--- src/rtl/float_out_fifo.sv ---
// float_out_fifo: decimates a float result stream, converts each kept sample to
// saturating signed Q1.(OUT_W-1) fixed point and buffers it in a small FIFO.
module float_out_fifo #(
    parameter int EXP_W  = 8,
    parameter int MANT_W = 23,
    parameter int OSR    = 1,
    parameter int OUT_W  = 16,
    parameter int DEPTH  = 8
) (
    input  logic                      clk,
    input  logic                      rst,
    input  logic [EXP_W+MANT_W:0]     in,
    output logic [OUT_W-1:0]          out_data,
    output logic                      out_valid,
    input  logic                      out_ready,
    output logic                      sat,
    output logic                      ovf,
    output logic [$clog2(DEPTH):0]    level
);
    localparam int AW   = $clog2(DEPTH);
    localparam int PW   = (OSR > 1) ? $clog2(OSR) : 1;
    localparam int BIAS = 2 ** (EXP_W - 1) - 1;

    logic [PW-1:0]             phase_q, phase_d;
    logic [EXP_W+MANT_W:0]     s1_q;
    logic                      s1_v_q;
    logic [OUT_W-1:0]          cv_q, cv_d;
    logic                      cv_v_q, cv_sat_q, cv_sat_d;
    logic [OUT_W-1:0]          mem [DEPTH];
    logic [AW-1:0]             wp_q, rp_q;
    logic [AW:0]               lvl_q, lvl_d;
    logic                      sat_q, ovf_q;
    logic                      sgn, full, push, pop, wr;
    logic [EXP_W-1:0]          e;
    logic [31:0]               rsh;
    logic [MANT_W+OUT_W-1:0]   wide;

    assign sgn = s1_q[EXP_W+MANT_W];
    assign e   = s1_q[EXP_W+MANT_W-1:MANT_W];
    // Align 1.m so that the integer part of the shifted value is the truncated magnitude
    assign rsh  = 32'(MANT_W + BIAS) - 32'(e);
    assign wide = {1'b1, s1_q[MANT_W-1:0], {(OUT_W-1){1'b0}}} >> rsh;

    always_comb begin
        phase_d  = (phase_q == PW'(OSR - 1)) ? '0 : phase_q + 1'b1;
        cv_sat_d = (e >= EXP_W'(BIAS));
        cv_d     = (e == '0) ? '0 :
                   cv_sat_d  ? {sgn, {(OUT_W-1){~sgn}}} :
                   sgn       ? -wide[OUT_W-1:0] : wide[OUT_W-1:0];
    end

    assign full      = (lvl_q == (AW+1)'(DEPTH));
    assign out_valid = (lvl_q != '0);
    assign pop       = out_valid & out_ready;
    assign push      = cv_v_q;
    assign wr        = push & (~full | pop);
    assign lvl_d     = lvl_q + (AW+1)'(wr) - (AW+1)'(pop);
    assign out_data  = mem[rp_q];
    assign level     = lvl_q;
    assign sat       = sat_q;
    assign ovf       = ovf_q;

    always_ff @(posedge clk) begin
        if (wr) mem[wp_q] <= cv_q;
    end

    always_ff @(posedge clk or negedge rst) begin
        if (!rst) begin
            phase_q  <= '0;
            s1_q     <= '0;
            s1_v_q   <= 1'b0;
            cv_q     <= '0;
            cv_v_q   <= 1'b0;
            cv_sat_q <= 1'b0;
            wp_q     <= '0;
            rp_q     <= '0;
            lvl_q    <= '0;
            sat_q    <= 1'b0;
            ovf_q    <= 1'b0;
        end else begin
            phase_q  <= phase_d;
            s1_q     <= in;
            s1_v_q   <= (phase_q == '0);
            cv_q     <= cv_d;
            cv_v_q   <= s1_v_q;
            cv_sat_q <= cv_sat_d & s1_v_q;
            wp_q     <= wp_q + AW'(wr);
            rp_q     <= rp_q + AW'(pop);
            lvl_q    <= lvl_d;
            sat_q    <= sat_q | (cv_v_q & cv_sat_q);
            ovf_q    <= ovf_q | (push & full & ~pop);
        end
    end
endmodule

--- config.mk ---
export PLATFORM = sky130hd
export DESIGN_NAME = float_out_fifo
export DESIGN_NICKNAME = d
export VERILOG_FILES = /design/src/rtl/float_out_fifo.sv
export SDC_FILE = /design/constraint.sdc
export NUM_CORES = 1
export LEC_CHECK = 0
export ABC_AREA = 1
export CORE_ASPECT_RATIO = 0.5
export CORE_MARGIN = 3
export CORE_UTILIZATION = 35
export DETAILED_ROUTE_END_ITERATION = 6
export PLACE_DENSITY = 0.48
export SLEW_MARGIN = 15
export SYNTH_ARGS = -nofsm -noshare
export SYNTH_HDL_FRONTEND = slang
export SYNTH_SLANG_ARGS = --single-unit
--- constraint.sdc ---
create_clock -name clk -period 8.65 [get_ports clk]
set_input_delay 1.73 -clock clk [delete_from_list [all_inputs] [get_ports clk]]
set_output_delay 1.73 -clock clk [all_outputs]
set_load 0.01 [all_outputs]
==> results of run 1 <==
==> worst max-delay path by stage <==
stage                  end
4_1_cts        out_data[5]
3_5_place_dp       cv_q[8]
6_report       out_data[2]
5_1_grt            cv_q[8]
3_3_place_gp       cv_q[8]
2_1_floorplan    mem[0][0]
==> power by group through the flow <==
stage	sequential [µW]	clock (µW)	combinational [µW]
after floorplan	1220	0	671
after global placement	1230	0	1080
after detailed placement	1230	0	1090
after CTS	1220	797	1090
after global routing	1230	835	1200
final	1210	771	1070
==> metrics by stage <==
step / hold WS (ns) / setup slack [ns] / instance area, µm²
6_report: 0.388 / 3.39 / 10700
5_1_grt: 0.404 / 2.90 / 10700
4_1_cts: 0.393 / 3.31 / 10700
3_5_place_dp: 0.370 / 3.50 / 10100
3_3_place_gp: 0.359 / 3.54 / 10100
2_1_floorplan: 0.354 / 5.31 / 9230
==> logic make-up after synthesis <==
| logic type | after synthesis | share of synthesized area |
|---|---|---|
| compound gates | 157 | 0.0933 |
| xor+xnor | 6 | 0.00651 |
| fa+ha+maj | 15 | 0.0212 |
| buf+inv | 109 | 0.0503 |
| flops | 191 | 0.587 |
| other cells | 1 | 0.000406 |
| simple gates | 491 | 0.241 |
==> metal layers <==
layer / track usage / vias up / wire length, µm
li1: - / 3445 / -
met1: 0.230 / 3339 / 11200
met2: 0.247 / 131 / 9740
met3: 0.0330 / 18 / 778
met4: 0.0455 / 0 / 236
met5: 0 / - / 0
==> synthesized netlist by cell type, drive strengths merged (3+ instances only) <==
library cell	count
nor3	4
a31oi	18
xor2	4
edfxtp	128
a21oi	28
o21ai	89
o22ai	17
clkinv	5
nand2	136
ha	14
nor2	159
buf	21
nand4	6
nand3	179
and2	3
dfrtp	63
inv	54
clkbuf	29
==> final cells by class <==
| class | count | share of cell area |
|---|---|---|
| clock buffer | 19 | 0.0414 |
| timing repair buffer | 74 | 0.0648 |
| sequential | 191 | 0.507 |
| tap | 344 | 0.0403 |
| clock inverter | 13 | 0.0122 |
| inverter | 59 | 0.0207 |
| multi-input combinational | 670 | 0.313 |
==> flip-flops by register name, summed over array words and instances (netlist names) <==
| signal | count |
|---|---|
| cv_sat_q | 1 |
| mem | 128 |
| s1_v_q | 1 |
| sat | 1 |
| level | 4 |
| wp_q | 3 |
| cv_v_q | 1 |
| rp_q | 3 |
| cv_q | 16 |
| s1_q | 32 |
| ovf | 1 |
==> results.json, run 1 <==
{
  "dieArea_um2": 28500,
  "synth_enable_flop_cells": 128,
  "syn-num-nets": 1020,
  "drtAntennaViolNets": 0,
  "final_cell_mix": "nand3_1, nor2_1, edfxtp_1",
  "outcome": "completed",
  "dr.pass1.iters": 6,
  "synth_flop_cell": "edfxtp_1",
  "grt_pass1_vias": 6652,
  "finalMaxSlewViolations": 0,
  "tns_ns": 0,
  "cp_data_arrival_time_ns": 3.53,
  "timing.final.hold_violations": 0,
  "path_class": "reg2out",
  "drc_errors": 0,
  "rsz0062_at_grt": "no",
  "layout_commonest_cell": "nand3_1",
  "seq_power_share": 0.397,
  "io_pins": 58,
  "async_flop_share": 0.330,
  "ys_warn_count": 0,
  "routabilityCongestion": 0.888,
  "grt_antenna_before_repair": 0,
  "h-tree-depth": 4,
  "p_switching_uw": 1090,
  "ff2ff_path_depth": 18,
  "synth_top_cell_area_share": 0.417,
  "cts_root_buffer": "clkbuf_16",
  "tightest_slew_ns": 0.922,
  "syn-cell-area_um2": 9230,
  "dpl.hpwl_um": 14300,
  "routedWlPerCell_um": 16.0,
  "numCtsBuffers": 17,
  "ctsHoldBuffers": 0,
  "max_cap_violations": 0,
  "gr-total-overflow": 0,
  "dp_cells": 1338,
  "seqCellArea_um2": 5420,
  "r2r_slack_ns": 3.46,
  "syn_area_per_cell_um2": 9.51,
  "vias": 6933,
  "post_cts_resized": 0,
  "p_per_area_nw_per_um2": 286,
  "ys_ff_latch": 191,
  "slowest_delay_ns": 0.70,
  "grt_usage": 0.160,
  "cp_max_fo": 66,
  "path_cells": "buf_4, clkinv_1, buf_4, o21ai_0, o22ai_1, nor2_1, a31oi_1, clkdlybuf4s50_1",
  "end_kind": "output pin",
  "die_h_um": 121,
  "multi_input_comb_area_um2": 3350,
  "io_buffers": 57,
  "cp.depth": 8,
  "p_sw_frac": 0.356,
  "crit_top_cell": "buf_4",
  "hold_path_end": "cv_v_q",
  "p_clk_frac": 0.252,
  "hp-class": "reg2reg",
  "num_rows": 41,
  "viasPerCell": 5.06,
  "combPwrFrac": 0.351,
  "grt_max_degree": 67,
  "setup_viol": 0,
  "cp-startpoint": "rp_q[0]",
  "seq_area_frac_synth": 0.587,
  "drive_gt1_frac": 0.0809,
  "max_freq_mhz": 190,
  "path_buf_inv": 4,
  "vdd_drop_max_mv": 0.108,
  "synth_cell_types": 43,
  "cts_tree": "built",
  "grt_pass1_wl_um": 35900,
  "syn_inst": 970,
  "synthTopCellsByArea": "edfxtp_1, dfrtp_1, nand3_1, nor2_1, nand2_1",
  "wl_um": 22000,
  "cellLeakagePower_uw": 0.00423,
  "crit_slowest_cell": "clkinv_1",
  "cts.clk_slew.worst_paths_ns": 0.08,
  "hp-start": "s1_v_q",
  "internal_power_uw": 1970,
  "stdcell_count": 1370,
  "relSlewSlack": 0.385,
  "initial_utilization": 0.361,
  "total_power_uw": 3060,
  "timing.rr.start": "s1_q[23]",
  "cts.sinks": 191,
  "cp.required_ns": 6.92,
  "area_delta_synth_final_pct": 15.9,
  "min_period_ns": 5.26,
  "r2r_end": "cv_q[8]",
  "antenna_cells": 0,
  "clock_latency_ns": 0.44,
  "coreArea_um2": 25500,
  "drt_iter0_drc": 523,
  "nNetsFinal": 1063,
  "worstHoldPathCells": 0,
  "skew_ns": 0.0150,
  "cts_max_path_buffers": 2,
  "n_fill_cell": 2495,
  "utilization": 0.418,
  "crit_family": "buffers and inverters",
  "synth_area_leader_cell": "edfxtp_1",
  "min_period_over_period": 0.608,
  "critPathLaunchType": "flip-flop",
  "die_w_um": 236,
  "post_cts_buffers": 0
}
Power figures use the tool's default switching activity.
==> run 2: changes to the inputs <==
Clock period 8.65 ns to 5.1 ns, I/O delays scaled along.
==> results.json, run 2 (synthesis results as in run 1) <==
{
  "p_sw_frac": 0.355,
  "ctsHoldBuffers": 0,
  "wl_um": 22500,
  "area_delta_synth_final_pct": 16.2,
  "grt_antenna_before_repair": 0,
  "drc_errors": 0,
  "nNetsFinal": 1068,
  "regMostFlops": "mem",
  "die_h_um": 121,
  "place_area_um2": 10200,
  "r2r_end": "cv_q[8]",
  "dp_cells": 1343,
  "timing.final.hold_violations": 0,
  "end_kind": "output pin",
  "vdd_drop_max_mv": 0.190,
  "critPathLaunchType": "flip-flop",
  "endpoint": "out_data[3]",
  "post_cts_buffers": 0,
  "min_period_ns": 4.06,
  "path_class": "reg2out",
  "dieArea_um2": 28500,
  "use_met1": 0.229,
  "cp-startpoint": "rp_q[0]",
  "stdcell_count": 1375,
  "initial_utilization": 0.361,
  "cp_data_arrival_time_ns": 3.04,
  "final_cell_mix": "nand3_1, nor2_1, edfxtp_1",
  "grt_pass1_wl_um": 36900,
  "seq_power_share": 0.397,
  "final_area_um2": 10700,
  "p_clk_frac": 0.250,
  "p_switching_uw": 1840,
  "antenna_cells": 0,
  "io_buffers": 57,
  "cts_tree": "built",
  "rsz0062_at_grt": "no",
  "combPwrFrac": 0.352,
  "post_cts_resized": 0,
  "max_freq_mhz": 246,
  "relSlewSlack": 0.352,
  "timing.hold.ws_ns": 0.382,
  "p_per_area_nw_per_um2": 484,
  "finalMaxSlewViolations": 0,
  "top_regs": "mem x128, s1_q x32, cv_q x16",
  "drive_gt1_frac": 0.0854,
  "max_cap_violations": 0,
  "drt_iter0_drc": 480,
  "internal_power_uw": 3350,
  "largest_reg_flops": 128,
  "gr-total-overflow": 0,
  "viasPerCell": 5.06,
  "dr.pass1.iters": 5,
  "grt_max_degree": 66,
  "num_rows": 41,
  "min_period_over_period": 0.796,
  "skew_ns": 0.00914,
  "cellLeakagePower_uw": 0.00426,
  "layout_commonest_cell": "nand3_1",
  "cts_max_path_buffers": 2,
  "setup_viol": 0,
  "numCtsBuffers": 17,
  "timing.rr.start": "s1_q[23]",
  "cts_root_buffer": "clkbuf_16",
  "use_met3": 0.0381,
  "worstHoldPathCells": 0,
  "outcome": "completed",
  "coreArea_um2": 25500,
  "hp-class": "reg2reg",
  "cp.required_ns": 4.08,
  "cts.sinks": 191,
  "io_pins": 58,
  "die_w_um": 236,
  "dpl.hpwl_um": 15000,
  "routedWlPerCell_um": 16.3,
  "grt_usage": 0.167,
  "met2_usage": 0.267,
  "drtAntennaViolNets": 0,
  "busiest_layer": "met2",
  "vias": 6960,
  "cts.clk_slew.worst_paths_ns": 0.07,
  "ff2ff_path_depth": 21,
  "grt_pass1_vias": 6808,
  "cp_max_fo": 38,
  "clock_latency_ns": 0.45,
  "tightest_slew_ns": 0.967,
  "routabilityCongestion": 0.884,
  "r2r_slack_ns": 1.43,
  "h-tree-depth": 4,
  "tns_ns": 0
}
==> run 2: worst min path at each step <==
stage | from | to | slack, ns
after floorplan | s1_v_q | cv_v_q | 0.35
after global placement | s1_v_q | cv_v_q | 0.36
after detailed placement | s1_v_q | cv_v_q | 0.37
after CTS | s1_v_q | cv_v_q | 0.38
after global routing | s1_v_q | cv_v_q | 0.40
final | s1_v_q | cv_v_q | 0.38
==> run 2: routing by layer <==
layer / wire length, µm / share of wire / vias to the layer above
met5: 0 / 0 / -
met4: 238 / 0.011 / 0
met3: 951 / 0.042 / 18
met2: 10300 / 0.46 / 135
met1: 11000 / 0.49 / 3353
li1: - / - / 3454
==> run 2: through the flow <==
stage	power, µW	utilization	setup WS, ns
final	5190	0.420	1.04
after floorplan	3210	-	1.83
after global routing	5570	0.420	0.707
after detailed placement	3960	0.397	1.47
after CTS	5270	0.420	0.984
after global placement	3940	0.397	1.50
==> run 2: power by group through the flow <==
| stage | sequential, µW | clock, µW | combinational [µW] |
|---|---|---|---|
| 4_1_cts | 2060 | 1340 | 1870 |
| 5_1_grt | 2090 | 1420 | 2060 |
| 2_1_floorplan | 2070 | 0 | 1140 |
| 6_report | 2060 | 1300 | 1830 |
| 3_5_place_dp | 2100 | 0 | 1860 |
| 3_3_place_gp | 2090 | 0 | 1850 |
==> run 2: cell type report <==
type / instances / area, µm²
fillers: 2518 / 14800
flip-flops and latches: 191 / 5420
multi-input cells: 670 / 3350
repair buffers: 79 / 731
clock buffers: 20 / 447
well taps: 344 / 430
inverters: 59 / 221
clock inverters: 12 / 124
==> run 2: critical path: stages (launching register included) <==
cell and delay [ns]:
dfrtp_2 0.36, clkinv_1 0.74, buf_4 0.54, o21ai_0 0.18, o22ai_1 0.09, nor2_1 0.10, a31oi_1 0.06, clkdlybuf4s50_1 0.51
==> run 3: changes to the inputs <==
Clock period 5.1 ns to 4.2 ns, I/O delays scaled along.
==> results.json, run 3 (synthesis results as in run 1) <==
{
  "outcome": "completed",
  "min_period_over_period": 0.877,
  "cellLeakagePower_uw": 0.00428,
  "vias": 7063,
  "numCtsBuffers": 17,
  "initial_utilization": 0.361,
  "utilization": 0.421,
  "largest_reg_flops": 128,
  "drive_gt1_frac": 0.0888,
  "grt_usage": 0.164,
  "dieArea_um2": 28500,
  "finalMaxSlewViolations": 0,
  "grt_antenna_before_repair": 0,
  "path_buf_inv": 2,
  "skew_ns": 0.0110,
  "timing.final.hold_violations": 0,
  "relSlewSlack": 0.490,
  "io_pins": 58,
  "crit_family": "simple AND/OR/NAND/NOR gates",
  "num_rows": 41,
  "coreArea_um2": 25500,
  "rsz0062_at_grt": "no",
  "path_class": "reg2reg",
  "regMostFlops": "mem",
  "cts_max_path_buffers": 2,
  "critPathLaunchType": "flip-flop",
  "drc_errors": 0,
  "min_period_ns": 3.68,
  "top_regs": "mem x128, s1_q x32, cv_q x16",
  "final_cell_mix": "nand3_1, nor2_1, edfxtp_1",
  "dpl.hpwl_um": 14900,
  "max_freq_mhz": 272,
  "layout_commonest_cell": "nand3_1",
  "gr-total-overflow": 0,
  "vdd_drop_max_mv": 0.249,
  "crit_slowest_cell": "dfrtp_1",
  "grt_pass1_vias": 6821,
  "hp-class": "reg2reg",
  "nNetsFinal": 1073,
  "die_h_um": 121,
  "slowest_delay_ns": 0.44,
  "area_delta_synth_final_pct": 16.7,
  "viasPerCell": 5.12,
  "tightest_slew_ns": 0.764,
  "cp_data_arrival_time_ns": 4.01,
  "routedWlPerCell_um": 16.4,
  "max_cap_violations": 0,
  "p_per_area_nw_per_um2": 591,
  "cts_tree": "built",
  "drt_iter0_drc": 617,
  "clock_latency_ns": 0.45,
  "crit_top_cell": "nand2_1",
  "final_area_um2": 10800,
  "multi_input_comb_area_um2": 3350,
  "cts_root_buffer": "clkbuf_16",
  "path_cells": "ha_1, nand2_1, nand2_1, a21oi_1, nand3_2, nand2_4, buf_4, nand3_1, nand3_1, nand2_1, o21ai_0, a21oi_1, nor2_1, inv_1, ha_1, nand3_4, o21ai_4, and2_1, nand2_1, nand2_1, nor2_1, nor2_1",
  "grt_max_degree": 66,
  "post_cts_buffers": 0,
  "cp.required_ns": 4.52,
  "cts.sinks": 191,
  "cts.clk_slew.worst_paths_ns": 0.07,
  "post_cts_resized": 0,
  "wl_um": 22700,
  "h-tree-depth": 4,
  "dr.pass1.iters": 5,
  "grt_pass1_wl_um": 36600,
  "seqCellArea_um2": 5420,
  "end_kind": "flip-flop",
  "antenna_cells": 0,
  "io_buffers": 57,
  "setup_viol": 0,
  "tns_ns": 0,
  "routabilityCongestion": 0.877,
  "place_area_um2": 10200,
  "cp_max_fo": 29,
  "drtAntennaViolNets": 0,
  "ctsHoldBuffers": 0,
  "die_w_um": 236,
  "n_fill_cell": 2523
}
==> run 3: final timing paths <==
path | from | endpoint | slack (ns) | cells past startpoint
min | s1_v_q | cv_v_q | 0.37 | 0
max in group asynchronous | rst | rp_q[0] | 2.87 | 2
min reg2reg | s1_v_q | cv_v_q | 0.37 | 0
min in group asynchronous | rst | cv_q[8] | 0.41 | 1
max reg2reg | s1_q[24] | cv_q[8] | 0.52 | 22
max | s1_q[24] | cv_q[8] | 0.52 | 22
==> run 3: final cells by class <==
| type | count | area share |
|---|---|---|
| flip-flops and latches | 191 | 0.504 |
| multi-input cells | 670 | 0.311 |
| repair buffers | 84 | 0.0714 |
| clock buffers | 21 | 0.0419 |
| well taps | 344 | 0.0400 |
| inverters | 59 | 0.0206 |
| clock inverters | 11 | 0.0113 |
==> run 3: report_power, final <==
group          total, µW  switching, µW  internal (µW)  leakage [µW]
combinational       2260           1380            880       0.00211
clock               1600            748            853      0.000276
sequential          2500            148           2350       0.00189
==> run 3: worst reg2reg max path, cell delays in order (launching register included) <==
cell and delay (ns):
dfrtp_1 0.44, ha_1 0.27, nand2_1 0.09, nand2_1 0.07, a21oi_1 0.21, nand3_2 0.12
nand2_4 0.27, buf_4 0.24, nand3_1 0.11, nand3_1 0.14, nand2_1 0.09, o21ai_0 0.21
a21oi_1 0.10, nor2_1 0.26, inv_1 0.10, ha_1 0.23, nand3_4 0.11, o21ai_4 0.09
and2_1 0.20, nand2_1 0.05, nand2_1 0.04, nor2_1 0.08, nor2_1 0.05
==> run 3: layer usage <==
metal  track usage  routed length [µm]
met1         0.231               11400
met2         0.256               10200
met3        0.0365                 846
met4        0.0429                 231
met5             0                   0
==> run 3: per-stage QoR <==
step,power [µW],setup WS (ns),hold slack [ns],std cells
floorplan,3890,0.930,0.354,970
global route,6790,0.0498,0.387,1380
detailed placement,4840,0.586,0.360,1348
finish,6360,0.517,0.369,1380
CTS,6450,0.536,0.373,1380
global placement,4810,0.697,0.358,1348
